<file path="config.mk">
export PLATFORM = sky130hd
export DESIGN_NAME = shuffler_ctrl
export DESIGN_NICKNAME = d
export VERILOG_FILES = /design/src/rtl/shuffler_ctrl.sv
export SDC_FILE = /design/constraint.sdc
export NUM_CORES = 1
export LEC_CHECK = 0
export ABC_AREA = 0
export CORE_ASPECT_RATIO = 0.8
export CORE_MARGIN = 2
export CORE_UTILIZATION = 55
export CTS_BUF_LIST = sky130_fd_sc_hd__clkbuf_16
export DETAILED_ROUTE_END_ITERATION = 6
export DONT_BUFFER_PORTS = 1
export PLACE_DENSITY = 0.76
export SLEW_MARGIN = 20
export SYNTH_ARGS = -nofsm -noshare
export SYNTH_HDL_FRONTEND = slang
export SYNTH_SLANG_ARGS = --single-unit
</file>
<file path="constraint.sdc">
create_clock -name clk -period 2.7 [get_ports clk]
set_input_delay 0.81 -clock clk [delete_from_list [all_inputs] [get_ports clk]]
set_output_delay 0.81 -clock clk [all_outputs]
set_load 0.005 [all_outputs]
</file>
<file path="src/rtl/shuffler_ctrl.sv">
// Sequencing controller for the 3-parallel FFT data shuffler: phase counter, one-hot
// mux select, delay-line shift enable, fill/drain handling and output valid/sof flags.
module shuffler_ctrl #(
  parameter int DEPTH = 4
) (
  input  logic       clk,
  input  logic       rst,
  input  logic       valid_in,
  input  logic       sync_in,
  input  logic       last_in,
  output logic       ready_out,
  output logic       en_out,
  output logic [2:0] sel,
  output logic       valid_out,
  output logic       sof_out,
  output logic       busy
);

  localparam int CW = $clog2(3 * DEPTH);
  localparam int KW = $clog2(2 * DEPTH + 1);
  localparam logic [CW-1:0] CNT_MAX = CW'(3 * DEPTH - 1);
  localparam logic [CW-1:0] PH1     = CW'(DEPTH);
  localparam logic [CW-1:0] PH2     = CW'(2 * DEPTH);
  localparam logic [KW-1:0] K_FULL  = KW'(2 * DEPTH);
  localparam logic [KW-1:0] D_LAST  = KW'(2 * DEPTH - 1);

  typedef enum logic [1:0] {IDLE, FILL, RUN, DRAIN} state_t;

  state_t        state_q, state_d;
  logic [CW-1:0] cnt_q, cnt_d;
  logic [KW-1:0] k_q, k_d;
  logic [KW-1:0] d_q, d_d;
  logic [KW-1:0] kdrain_q, kdrain_d;
  logic          valid_q, valid_d;
  logic          sof_q, sof_d;
  logic          pend_q, pend_d;
  logic          accept;
  logic [KW-1:0] k_acc;

  always_ff @(posedge clk or posedge rst) begin
    if (rst) begin
      state_q  <= IDLE;
      cnt_q    <= '0;
      k_q      <= '0;
      d_q      <= '0;
      kdrain_q <= '0;
      valid_q  <= 1'b0;
      sof_q    <= 1'b0;
      pend_q   <= 1'b0;
    end else begin
      state_q  <= state_d;
      cnt_q    <= cnt_d;
      k_q      <= k_d;
      d_q      <= d_d;
      kdrain_q <= kdrain_d;
      valid_q  <= valid_d;
      sof_q    <= sof_d;
      pend_q   <= pend_d;
    end
  end

  always_comb begin
    state_d  = state_q;
    cnt_d    = cnt_q;
    k_d      = k_q;
    d_d      = d_q;
    kdrain_d = kdrain_q;
    pend_d   = pend_q;
    k_acc    = k_q;

    ready_out = (state_q != DRAIN);
    busy      = (state_q != IDLE);
    accept    = valid_in & ready_out & ((state_q != IDLE) | sync_in);
    en_out    = accept | (state_q == DRAIN);

    if (en_out) begin
      cnt_d = (cnt_q == CNT_MAX) ? '0 : cnt_q + 1'b1;
    end

    // A sync sample starts a new frame; the old frame's remaining outputs are dropped.
    valid_d = (en_out & (state_q == RUN) & ~(accept & sync_in)) |
              ((state_q == DRAIN) & (d_q >= (K_FULL - kdrain_q)));
    sof_d   = valid_d & pend_q;
    if (valid_d) begin
      pend_d = 1'b0;
    end

    case (state_q)
      IDLE, FILL, RUN: begin
        if (accept) begin
          if (sync_in) begin
            cnt_d   = CW'(1);
            k_acc   = KW'(1);
            pend_d  = 1'b1;
            state_d = FILL;
          end else begin
            k_acc = (k_q == K_FULL) ? k_q : k_q + 1'b1;
            if (state_q == FILL && k_acc == K_FULL) begin
              state_d = RUN;
            end
          end
          k_d = k_acc;
          // last_in wins over the FILL->RUN move.
          if (last_in) begin
            state_d  = DRAIN;
            d_d      = '0;
            kdrain_d = k_acc;
          end
        end
      end
      DRAIN: begin
        d_d = d_q + 1'b1;
        if (d_q == D_LAST) begin
          state_d = IDLE;
          cnt_d   = '0;
          k_d     = '0;
          d_d     = '0;
        end
      end
      default: state_d = IDLE;
    endcase
  end

  always_comb begin
    if (cnt_q < PH1) begin
      sel = 3'b001;
    end else if (cnt_q < PH2) begin
      sel = 3'b010;
    end else begin
      sel = 3'b100;
    end
  end

  assign valid_out = valid_q;
  assign sof_out   = sof_q;

endmodule

</file>
==> results.txt, run 1 <==
----------------------------------------------------
[Synthesis]
  Register bit count reported by yosys ... 21
  Number of enable-type register cells in the synthesized netlist ... 0
  Mapped Cells ... 147
  Number of nets produced by synthesis ... 161
  Ranking of synthesized cells by area ... sky130_fd_sc_hd__dfrtp_1, sky130_fd_sc_hd__ha_1, sky130_fd_sc_hd__nand2_1
  Leading area contributor after synthesis ... sky130_fd_sc_hd__dfrtp_1
  Sequential share of the synthesized area ... 40.9%
  Synthesized area per cell ... 8.73 µm²
  Flip-flop cell with the highest count after synthesis ... sky130_fd_sc_hd__dfrtp_1
  Share of the synthesized area in the top cell type ... 40.9%
  Number of distinct standard cells referenced by the synthesized netlist ... 36
  Ys async rst share ... 100%
  Synth warn ... 0
  Summed instance area of the synthesized netlist ... 0.00128 mm²

[Critical path]
  Kind of end point of the critical path ... output pin
  Startpoint-to-endpoint class of the critical path ... input pin to output pin
  Worst EP required ... 1890 ps
  Data arrival time of the critical path ... 1540 ps
  Startpoint types ... input pin
  Largest fanout on the critical path ... 15

[Timing]
  Clk_skew ... 3.81 ps
  Worst-Margin Slew ... 781 ps
  Time the final worst path needs with I/O delays and setup ... 2350 ps
  Setup_tns ... 0 ps
  Final setup fails ... 0
  Number of failing hold endpoints at the final stage ... 0
  Worst relative slew slack ... 47.9%
  Final number of max-transition violations ... 0
  RSZ-0062 raised after global routing ... false
  Achievable Freq ... 425 MHz
  Final clock period utilization by the worst path ... 87.1%

[Drt]
  Wirelength per Cell ... 13.9 µm
  Via count ... 1,036
  Ratio of routed vias to standard cells ... 6.09
  Total detailed-routing wirelength ... 2.36 mm
  Count of antenna-violating nets left after detailed routing ... 0
  Iter 0 DRT Violations ... 69
  DRC viols ... 0
  Detailed-router iteration count before antenna repair ... 5

[Layout]
  Count of filler cells inserted in the layout ... 176
  Number of inserted diodes ... 0
  Fraction of layout cells with a size suffix above 1 ... 5.52%
  Non-filler cells in the finished layout ... 170
  Multi-input gate area in the final layout ... 687 µm²
  Sequential cell area ... 526 µm²
  Util after Layout ... 62.9%
  Most common cell after layout, fill and taps aside ... sky130_fd_sc_hd__dfrtp_1
  Post-synthesis to final-layout area growth ... 6.63%
  Post-layout net count ... 160
  Leading cell types in the layout, fill and taps excluded ... sky130_fd_sc_hd__dfrtp_1, sky130_fd_sc_hd__nand2_1, sky130_fd_sc_hd__o21ai_0, sky130_fd_sc_hd__inv_1

[Floorplanning]
  Initial core utilization ... 59.0%
  Die area ... 0.00274 mm²
  Placeable core region ... 0.00218 mm²
  Die W ... 58.0 µm
  Count of standard-cell rows ... 15
  Ports ... 13
  Die Y-Extent ... 47.2 µm

[CTS]
  TritonCTS clock tree ... yes
  Number of buffers created by CTS ... 3
  Clock slew at reported path FFs ... 60 ps
  Number of clock sinks ... 21
  Number of gates resized after cts ... 0
  Longest Clk Path Bufs ... 2
  Clock latency on the worst-skew pair ... 250 ps
  Number of buffers added for setup after CTS ... 0
  Number of buffers inserted for hold repair after clock tree synthesis ... 0
  Buffer cell driving the clock tree root ... sky130_fd_sc_hd__clkbuf_16
  Deepest level of the CTS H-tree ... 1

[Job]
  Max_cap viols ... 0

[Power and ir drop]
  Reported leakage power ... 0.642 nW
  Total power ... 1.57 mW
  Worst VDD drop ... 0.000878 V
  P per Cell Area ... 1150 mW/mm²

[GRT]
  Number of global-route vias before repair ... 834
  Maximum number of pins on one net before global-route repair ... 22
  Wire length of the first global-routing pass ... 3.86 mm
  Total routing usage reported by global routing ... 19.3%
  Antenna violations before repair ... 0
  Overflow left after global routing ... 0

[Placed design]
  I/O Buffers ... 0
  Final RePlAce weighted congestion ... 0.798
  Inst Count DP ... 166
  Estimated wirelength of the detail-placed design ... 1.78 mm

[Outcome]
  Outcome ... complete, no violations

[Worst hold path]
  Type of the worst min-delay path ... register to register

----------------------------------------------------
==> cell usage after synthesis, types with 2 or more instances <==
cell and count:
sky130_fd_sc_hd__nand3_1 6, sky130_fd_sc_hd__o21ai_0 11, sky130_fd_sc_hd__nor2b_1 4, sky130_fd_sc_hd__a311o_1 2, sky130_fd_sc_hd__and2_1 2, sky130_fd_sc_hd__a31oi_1 7
sky130_fd_sc_hd__a21oi_1 5, sky130_fd_sc_hd__a22o_1 2, sky130_fd_sc_hd__buf_2 3, sky130_fd_sc_hd__dfrtp_1 21, sky130_fd_sc_hd__nor2_1 9, sky130_fd_sc_hd__nor3_1 3
sky130_fd_sc_hd__clkbuf_1 3, sky130_fd_sc_hd__ha_1 9, sky130_fd_sc_hd__inv_1 11, sky130_fd_sc_hd__nand2_1 19, sky130_fd_sc_hd__a21o_1 6, sky130_fd_sc_hd__xor2_1 2
sky130_fd_sc_hd__nand2b_1 5
==> flip-flops by register name, indices dropped and copies added (netlist names) <==
name and cells:
k_q 4, sof_out 1, kdrain_q 4, pend_q 1
valid_out 1, d_q 4, state_q 2, cnt_q 4
==> final timing paths <==
check / end / slack (ps) / startpoint / cells after the start
setup / recovery: en_out / 350 / sync_in / 3
hold / removal: kdrain_q[3]$_DFFE_PP0P_ / 490 / kdrain_q[3]$_DFFE_PP0P_ / 2
setup reg to reg: state_q[0]$_DFFE_PP0P_ / 680 / k_q[0]$_DFFE_PP0P_ / 6
hold reg to reg: kdrain_q[3]$_DFFE_PP0P_ / 490 / kdrain_q[3]$_DFFE_PP0P_ / 2
max in group asynchronous: state_q[0]$_DFFE_PP0P_ / 1620 / rst / 1
min in group asynchronous: d_q[3]$_DFFE_PP0P_ / 590 / rst / 1
==> routing by layer <==
| metal | vias up | global-route usage, % | wire length (µm) |
|---|---|---|---|
| li1 | 517 | - | - |
| met1 | 493 | 27.9 | 1150 |
| met2 | 24 | 27.7 | 1050 |
| met3 | 2 | 6.34 | 144 |
| met4 | 0 | 5.58 | 21 |
| met5 | - | 0 | 0 |
==> cell families after synthesis <==
kind of cell               share of synthesized area (%)
DFF                                                 40.9
and+or+nand+nor                                     21.2
AOI/OAI and AO/OA                                   21.4
buffers and inverters                               5.55
xor gates and xnor gates                            2.05
adders and majority gates                           8.77
==> through the flow <==
step	cell area, µm²	hold slack, ps	setup WS [ps]
floorplan	1280	458	390
global placement	1290	483	398
detailed placement	1290	481	356
CTS	1370	499	354
global route	1370	517	297
finish	1370	494	349
==> power by group <==
| part | leakage (nW) | total (mW) | internal [mW] | switching (mW) |
|---|---|---|---|---|
| combinational | 0.335 | 0.675 | 0.289 | 0.386 |
| clock | 0.0409 | 0.307 | 0.199 | 0.109 |
| sequential | 0.266 | 0.586 | 0.438 | 0.148 |
| total | 0.642 | 1.57 | 0.925 | 0.642 |
==> final cells by class <==
class | instances | area share (%)
multi-input cells | 108 | 50.2
flip-flops and latches | 21 | 38.4
clock buffers | 3 | 5.48
inverters | 12 | 3.29
well taps | 25 | 2.29
clock inverters | 1 | 0.366
==> critical path: stages <==
cell	delay, ps
sky130_fd_sc_hd__or3_1	450
sky130_fd_sc_hd__nand2_1	160
sky130_fd_sc_hd__inv_1	120
(Power assumes the default switching activity.)
==> run 2, diff against run 1 <==
--- a/config.mk
+++ b/config.mk
@@ -12,6 +12,7 @@
 export CTS_BUF_LIST = sky130_fd_sc_hd__clkbuf_16
 export DETAILED_ROUTE_END_ITERATION = 6
 export DONT_BUFFER_PORTS = 1
+export HOLD_SLACK_MARGIN = 0.03
 export PLACE_DENSITY = 0.76
 export SLEW_MARGIN = 20
 export SYNTH_ARGS = -nofsm -noshare
==> results of run 2 <==
The final DEF is identical to that of run 1; final timing and power are the same.
==> run 3, diff against run 2 <==
--- a/config.mk
+++ b/config.mk
@@ -6,12 +6,14 @@
 export NUM_CORES = 1
 export LEC_CHECK = 0
 export ABC_AREA = 0
+export ABC_CLOCK_PERIOD_IN_PS = 2700
 export CORE_ASPECT_RATIO = 0.8
 export CORE_MARGIN = 2
 export CORE_UTILIZATION = 55
 export CTS_BUF_LIST = sky130_fd_sc_hd__clkbuf_16
 export DETAILED_ROUTE_END_ITERATION = 6
 export DONT_BUFFER_PORTS = 1
+export GPL_ROUTABILITY_DRIVEN = 1
 export HOLD_SLACK_MARGIN = 0.03
 export PLACE_DENSITY = 0.76
 export SLEW_MARGIN = 20
==> results of run 3 <==
The final DEF is identical to that of run 1; final timing and power are the same.
